==> src/rtl/pipe_pkg.sv <==
// Shared definitions for the flow-controlled pipeline stage registers:
// handshake state encodings and packed payload layouts for each stage boundary.
package pipe_pkg;

  typedef enum logic [1:0] {
    PS_EMPTY = 2'd0,
    PS_BUSY  = 2'd1,
    PS_FULL  = 2'd2
  } ps_state_e;

  // IF/ID: pc + instruction
  localparam int IF_ID_W  = 32 + 32;
  // ID/EX: rd + pc + rs1 + rs2 + imm + alu_op + ctrl
  localparam int ID_EX_W  = 5 + 32 + 32 + 32 + 32 + 5 + 8;
  // EX/MEM: rd + pc + alu_result + rs2 + ctrl
  localparam int EX_MEM_W = 5 + 32 + 32 + 32 + 6;
  // MEM/WB: rd + pc + alu_result + mem_data + imm + wb_sel + reg_we
  localparam int MEM_WB_W = 5 + 32 + 32 + 32 + 32 + 2 + 1;

  // MEM/WB field offsets (LSB position of each field)
  localparam int MEM_WB_REG_WE_OFF = 0;
  localparam int MEM_WB_WB_SEL_OFF = MEM_WB_REG_WE_OFF + 1;
  localparam int MEM_WB_IMM_OFF    = MEM_WB_WB_SEL_OFF + 2;
  localparam int MEM_WB_MEM_OFF    = MEM_WB_IMM_OFF + 32;
  localparam int MEM_WB_ALU_OFF    = MEM_WB_MEM_OFF + 32;
  localparam int MEM_WB_PC_OFF     = MEM_WB_ALU_OFF + 32;
  localparam int MEM_WB_RD_OFF     = MEM_WB_PC_OFF + 32;

  // IF/ID field offsets
  localparam int IF_ID_INSTR_OFF = 0;
  localparam int IF_ID_PC_OFF    = 32;

endpackage

==> src/rtl/sat_counter.sv <==
// Saturating up-counter with synchronous clear; holds at all-ones instead of wrapping.
module sat_counter #(
  parameter int W = 16
) (
  input  logic         clk_i,
  input  logic         clr_i,
  input  logic         en_i,
  output logic [W-1:0] cnt_o
);

  logic [W-1:0] cnt_q, cnt_d;

  always_comb begin
    cnt_d = cnt_q;
    if (en_i && (cnt_q != {W{1'b1}})) begin
      cnt_d = cnt_q + {{(W-1){1'b0}}, 1'b1};
    end
  end

  always_ff @(posedge clk_i) begin
    if (clr_i) begin
      cnt_q <= '0;
    end else begin
      cnt_q <= cnt_d;
    end
  end

  assign cnt_o = cnt_q;

endmodule

==> src/rtl/pipe_stage_reg.sv <==
// Valid/ready pipeline stage with a one-entry skid buffer so IN_READY is a pure
// register decode, plus synchronous flush and a saturating stall counter.
module pipe_stage_reg
  import pipe_pkg::*;
#(
  parameter int                DATA_W      = 32,
  parameter logic [DATA_W-1:0] RESET_VALUE = {DATA_W{1'b0}},
  parameter int                CNT_W       = 16
) (
  input  logic              CLK,
  input  logic              RESET,
  input  logic              FLUSH,
  input  logic              BUSYWAIT,
  input  logic [DATA_W-1:0] IN_DATA,
  input  logic              IN_VALID,
  output logic              IN_READY,
  output logic [DATA_W-1:0] OUT_DATA,
  output logic              OUT_VALID,
  input  logic              OUT_READY,
  output logic [CNT_W-1:0]  STALL_CNT
);

  ps_state_e         state_q, state_d;
  logic [DATA_W-1:0] main_q, main_d;
  logic [DATA_W-1:0] skid_q, skid_d;
  logic              in_acc;
  logic              out_acc;

  assign OUT_VALID = (state_q != PS_EMPTY);
  assign IN_READY  = (state_q != PS_FULL);
  assign OUT_DATA  = main_q;

  assign in_acc  = IN_VALID & IN_READY;
  assign out_acc = OUT_VALID & OUT_READY & ~BUSYWAIT;

  always_comb begin
    state_d = state_q;
    main_d  = main_q;
    skid_d  = skid_q;
    case (state_q)
      PS_EMPTY: begin
        if (in_acc) begin
          state_d = PS_BUSY;
          main_d  = IN_DATA;
        end
      end
      PS_BUSY: begin
        if (in_acc && out_acc) begin
          main_d = IN_DATA;
        end else if (in_acc) begin
          state_d = PS_FULL;
          skid_d  = IN_DATA;
        end else if (out_acc) begin
          state_d = PS_EMPTY;
        end
      end
      PS_FULL: begin
        // Skid drains into main; no input is taken because IN_READY is low.
        if (out_acc) begin
          state_d = PS_BUSY;
          main_d  = skid_q;
        end
      end
      default: state_d = PS_EMPTY;
    endcase
  end

  always_ff @(posedge CLK) begin
    if (RESET || FLUSH) begin
      state_q <= PS_EMPTY;
      main_q  <= RESET_VALUE;
      skid_q  <= RESET_VALUE;
    end else begin
      state_q <= state_d;
      main_q  <= main_d;
      skid_q  <= skid_d;
    end
  end

  // Flush leaves the stall statistics intact; only reset clears them.
  sat_counter #(
    .W (CNT_W)
  ) u_stall_cnt (
    .clk_i (CLK),
    .clr_i (RESET),
    .en_i  (OUT_VALID & ~out_acc),
    .cnt_o (STALL_CNT)
  );

endmodule

==> config.mk <==
export PLATFORM = sky130hd
export DESIGN_NAME = pipe_stage_reg
export DESIGN_NICKNAME = d
export VERILOG_FILES = /design/src/rtl/pipe_pkg.sv /design/src/rtl/sat_counter.sv /design/src/rtl/pipe_stage_reg.sv
export SDC_FILE = /design/constraint.sdc
export NUM_CORES = 1
export LEC_CHECK = 0
export CAP_MARGIN = 5
export CORE_ASPECT_RATIO = 1.75
export CORE_UTILIZATION = 30
export DETAILED_ROUTE_END_ITERATION = 6
export GPL_ROUTABILITY_DRIVEN = 0
export HOLD_SLACK_MARGIN = 0.08
export PLACE_DENSITY = 0.63
export SETUP_SLACK_MARGIN = 0.4
export SYNTH_ARGS = -nofsm -noshare
export SYNTH_HDL_FRONTEND = slang
export SYNTH_SLANG_ARGS = --single-unit
export TNS_END_PERCENT = 100
==> constraint.sdc <==
create_clock -name CLK -period 2 [get_ports CLK]
set_input_delay 0.5 -clock CLK [delete_from_list [all_inputs] [get_ports CLK]]
set_output_delay 0.5 -clock CLK [all_outputs]
set_load 0.02 [all_outputs]
==> After elaboration in Yosys (flattened, before gate mapping) <==
Cells that the tools add are included.
{ "totals": {"register_bits": 82, "input_bits": 38, "output_inout_bits": 50, "elab_cells": 40} }
{ "classes": {"n_addsub": 1, "eq_ne": 9, "n_mux": 10, "bitwise_logic": 7, "reduce_logical": 9} }
{ "op_table": {"columns": ["operator", "n"], "rows": [
  ["2-to-1 mux 32 bit", 3],
  ["case mux 32 bit (3 select lines)", 1],
  ["adder 16 x 1 -> 16 bit (second input constant)", 1],
  ["inequality test 16 bit (second input constant)", 1],
  ["2-to-1 mux 2 bit", 5],
  ["inequality test 2 bit (second input constant)", 5],
  ["AND reduction 4 bit", 2],
  ["case mux 2 bit (3 select lines)", 1],
  ["bitwise AND 1 bit", 4],
  ["inequality test 3 bit (second input constant)", 1],
  ["NOT 1 bit", 3],
  ["AND reduction 3 bit", 1],
  ["nonzero test 3 bit", 1],
  ["equality test 2 x 1 -> 1 bit (second input constant)", 1],
  ["equality test 2 bit (second input constant)", 1],
  ["logical AND 1 bit", 2],
  ["zero test 2 bit", 1],
  ["nonzero test 2 bit", 1],
  ["logical OR 1 bit", 1]
]} }

==> Depth between registers and ports, before layout <==
{ "depth": {"word_depth": 7, "ltp_mapped": 6, "mapped_depth_nobuf": 5} }

==> Hierarchy <==
Synthesis repeated with hierarchy kept, for this count alone.
{ "unflattened": {"cells_unflattened": 400, "area_unflattened_um2": 3664.8} }
{ "by_module_without_submodules": {"columns": ["module", "instances", "cells_per_inst", "area_per_inst_um2", "seq_area_each_um2"], "rows": [
  ["pipe_stage_reg", 1, 301, 2816.5, 1321.3],
  ["sat_counter", 1, 99, 848.3, 320.3]
]} }

==> Worst setup path after synthesis <==
OpenSTA, ideal clock, no wires.
{ "synth_path": {"path_kind": "register -> register", "startpoint": "register u_stall_cnt.cnt_q[0] (netlist: u_stall_cnt.cnt_o[0])", "endpoint": "register u_stall_cnt.cnt_q[7] (netlist: u_stall_cnt.cnt_o[7])", "setup_time_ns": 0.121, "t_arrival_ns": 1.827, "required_ns": 1.879, "setup_slack_ns": 0.052, "stages_incl_launch_ff": 7, "n_path_buf": 1, "synth_period_minus_slack_ns": 1.948, "path_cell_list": "dfxtp_1 -> ha_1 -> nand4_1 -> nor4_4 -> buf_6 -> nor4_2 -> mux2_4"} }
{ "synth_between": {"elab_chain_len": 2, "elab_cells_between_ends": 3, "cone_classes": "add/sub (1); eq/ne (1); reduce/logical (1)"} }
{ "synth_rtl": {"columns": ["element", "line", "source"], "rows": [
  ["start: declaration", "sat_counter.sv:11", "logic [W-1:0] cnt_q, cnt_d;"],
  ["start signal: assignment", "sat_counter.sv:24", "cnt_q <= cnt_d;"],
  ["branches (longest 2 deep; another with adder 16 x 1 -> 16 bit)", null, null]
]} }
Several ways; the timed one is not identified.
A chain may end at the register's enable or synchronous reset.

==> Worst setup path in the final report <==
{ "layout_path": {"startpoint": "register state_q[0]", "endpoint": "output port IN_READY"} }
{ "layout_between": {"elab_chain_len": 1} }
{ "layout_rtl": {"columns": ["element", "line", "source"], "rows": [
  ["start: declaration", "pipe_stage_reg.sv:23", "ps_state_e state_q, state_d;"],
  ["start signal: assignment", "pipe_stage_reg.sv:74", "state_q <= state_d;"],
  ["inequality test 2 bit", "pipe_stage_reg.sv:30", "assign IN_READY = (state_q != PS_FULL);"],
  ["end: declaration", "pipe_stage_reg.sv:16", "output logic IN_READY,"]
]} }
No other way between the ends.

==> qor.yml <==
status: "finished, final reports clean"
whs_ps: 452
max_stage_delay_ps: 340
place_area_um2: 4790
synth.top_cells.by_count: "dfxtp_1 (82), nand2_1 (70), a21oi_1 (45), nor3_1 (33)"
start_util_pct: 31.0
track_usage_pct: 17.1
ys_dominant_reg_cell: "dfxtp_1"
cp-end-kind: "output pin"
syn_inst: 401
worstSetupEndpoint: "IN_READY"
grt_max_degree: 67
maxSlewHeadroom_pct: 71.7
worstMarginPinSlew_ps: 425
cts_tree: "done"
cts_hold_buf: 0
clk_pin_slew_ps: 60
clockBufferDepth: 2
dp.final_hpwl_um: 6750
clockPowerShare_pct: 42.9
reg2reg_from: "u_stall_cnt.cnt_o[1]$_SDFFE_PP0P_"
synth_cell_type_count: 44
grt_pass1_vias: 3432
htreeDepth: 3
core_um2: 11600
cts_root_buf: "clkbuf_16"
die_h_um: 147
cts_sinks: 82
portBuffers: 87
yosysMostFrequentCell: "dfxtp_1"
syn-cell-area_um2: 3590
p_comb_share_pct: 12.4
final_core_util_pct: 45.0
cp_data_arrival_time_ps: 1110
r2r_end: "u_stall_cnt.cnt_o[1]$_SDFFE_PP0P_"
yosysSeqAreaShare_pct: 45.7
vias_per_cell: 5.25
crit_path_start: "state_q[0]$_SDFFE_PP0P_"
wl_um: 10200
drc: 0
hold_class: "reg -> reg"
synthTopCellsByArea: "dfxtp_1 (46%), mux2i_1 (8.9%), nand2_1 (7.3%), a211oi_1 (6.7%), a21oi_1 (6.3%)"
path_max_fanout: 5
rsz0062_at_grt: "yes"
vias: 3341
pre_cts_ws_ps: -147
rrSetupSlack_ps: 390
cts_made_buffers: 9
tns_ps: 0
setup_viol: 0
grt_pass1_wl_um: 16800
drive_gt1_share_pct: 21.4
power_density_nw_per_um2: 729
dieArea_um2: 12400
finalCritPeriodShare_pct: 80.5
clock_skew_ps: 3.84
io_pins: 88
p_sw_mw: 0.949
critical_path_class: "reg -> out"
final_cell_area_um2: 5210
layout_setup_ws_ps: 390
crit_chain: "inv_1 > nand2_2 > clkbuf_2"
ant_nets: 0
num_rows: 52
layout.nets: 535
area_growth_pct: 45.2
fin_crit_ps: 1610
dr.pass1.iters: 6
hold_viol: 0
grt_antenna_before_repair: 0
avgSynthCellArea_um2: 8.95
switching_share_pct: 25.0
drv_cap: 0
slowest_stage: "dfxtp_2"
wl_per_cell_um: 16.1
synth_edf_count: 0
yosys.area.top_type_share_pct: 45.7
multi_input_area_um2: 1970
worstPathRequired_ps: 1500
finalMaxSlewViolations: 0
overflow: 0
yosys_warnings: 0
fmax_mhz: 621
p_int_mw: 2.85
die_x_um: 84.7
p_seq_share_pct: 44.7
drtIter0Drc: 171
fillCellCount: 1154
syn_nets: 440
ir_drop_mv: 0.439
r2r_cells: 7
clock_latency_ps: 330
leakage_nw: 2.16
regArea_um2: 1670
synth_seq_cells: 82
async_reset_ff_share_pct: 0
antenna_cells: 0
synth_largest_area_cell: "dfxtp_1"
crit_path_start_kind: "flip-flop"
==> cells in the final DEF, fill, tap and decap left out, types with 2 or more instances in the layout <==
cell type | synthesis | final
buf_12 | 0 | 4
mux2_2 | 3 | 3
nor2b_1 | 5 | 5
nor4_4 | 1 | 2
clkbuf_16 | 0 | 9
o21ai_0 | 2 | 2
o31ai_1 | 8 | 6
dlygate4sd2_1 | 0 | 43
nand3_1 | 8 | 7
mux2i_1 | 32 | 32
buf_4 | 1 | 16
clkdlybuf4s15_1 | 0 | 5
or4_1 | 8 | 7
inv_1 | 2 | 2
buf_6 | 1 | 9
dfxtp_2 | 0 | 13
clkinv_4 | 0 | 2
clkbuf_2 | 0 | 3
o21ba_2 | 2 | 2
nor3_1 | 33 | 32
clkinv_2 | 0 | 3
or3_1 | 5 | 5
o31ai_2 | 0 | 2
nor2_1 | 5 | 5
clkdlybuf4s50_1 | 0 | 34
a211oi_2 | 0 | 9
nand4_1 | 3 | 3
nor4_2 | 1 | 2
nand2_1 | 70 | 68
nand3_4 | 1 | 2
nor3_4 | 0 | 2
dfxtp_1 | 82 | 66
dfxtp_4 | 0 | 3
a211oi_1 | 32 | 23
a21oi_1 | 45 | 44
==> worst min-delay path by stage <==
| stage | from | to | slack, ps | depth (start not counted) |
|---|---|---|---|---|
| 3_3_place_gp | skid_q[10]$_SDFFE_PP0P_ | skid_q[10]$_SDFFE_PP0P_ | 440 | 2 |
| 2_1_floorplan | skid_q[0]$_SDFFE_PP0P_ | skid_q[0]$_SDFFE_PP0P_ | 440 | 2 |
| 6_report | skid_q[23]$_SDFFE_PP0P_ | skid_q[23]$_SDFFE_PP0P_ | 450 | 2 |
| 4_1_cts | skid_q[3]$_SDFFE_PP0P_ | skid_q[3]$_SDFFE_PP0P_ | 450 | 2 |
| 5_1_grt | skid_q[16]$_SDFFE_PP0P_ | skid_q[16]$_SDFFE_PP0P_ | 480 | 2 |
| 3_5_place_dp | skid_q[14]$_SDFFE_PP0P_ | skid_q[14]$_SDFFE_PP0P_ | 450 | 2 |
==> cell families after synthesis <==
group / after synthesis / synth area share (%)
adders and majority gates: 1 / 0.349
muxes: 36 / 10.3
AOI/OAI and AO/OA: 92 / 16.2
DFF: 82 / 45.7
and+or+nand+nor: 157 / 23.4
buffers and inverters: 33 / 4.04
==> state kept, by name, indices dropped and copies added, names as in the netlist <==
signal and count:
u_stall_cnt.cnt_o 16, state_q 2, skid_q 32, OUT_DATA 32
==> metal layers <==
metal / wire length [um] / track usage [%] / up-vias
met4: 317 / 7.54 / 0
met5: 0 / 0 / -
li1: - / - / 1645
met1: 3980 / 17.5 / 1598
met2: 5500 / 32.4 / 76
met3: 411 / 3.79 / 22
==> worst max-delay path: cells and delay by family, from the launching register on <==
family	cells	cell delay (ps)
flip-flops	1	340
buffers and inverters	2	350
AND/OR/NAND/NOR	1	80
==> through the flow <==
stage | std cells | total power [mW]
floorplan | 401 | 1.97
global placement | 611 | 2.20
detailed placement | 611 | 2.21
CTS | 636 | 3.84
global route | 636 | 3.94
finish | 636 | 3.80
==> area by class of cell <==
class / instances / area share, %
Multi-Input combinational cell: 286 / 37.9
Timing Repair Buffer: 115 / 21.0
Tap cell: 135 / 3.24
Clock inverter: 7 / 1.35
Sequential cell: 82 / 32.0
Inverter: 2 / 0.144
Clock buffer: 9 / 4.32
==> what timing repair did <==
item,4_1_cts,5_1_grt
setup buffers,8,0
setup endpoints to repair,131,52
pin swaps,14,8
cloned,1,0
resized for setup,77,24
==> power by group through the flow <==
stage                     Sequential, mW  Clock, mW  Combinational, mW
after floorplan                     1.78          0              0.191
after global placement              1.74          0              0.462
after detailed placement            1.74          0              0.473
after CTS                           1.70       1.68              0.459
after global routing                1.70       1.72              0.511
final                               1.70       1.63              0.472
Power figures use the tool's default switching activity.
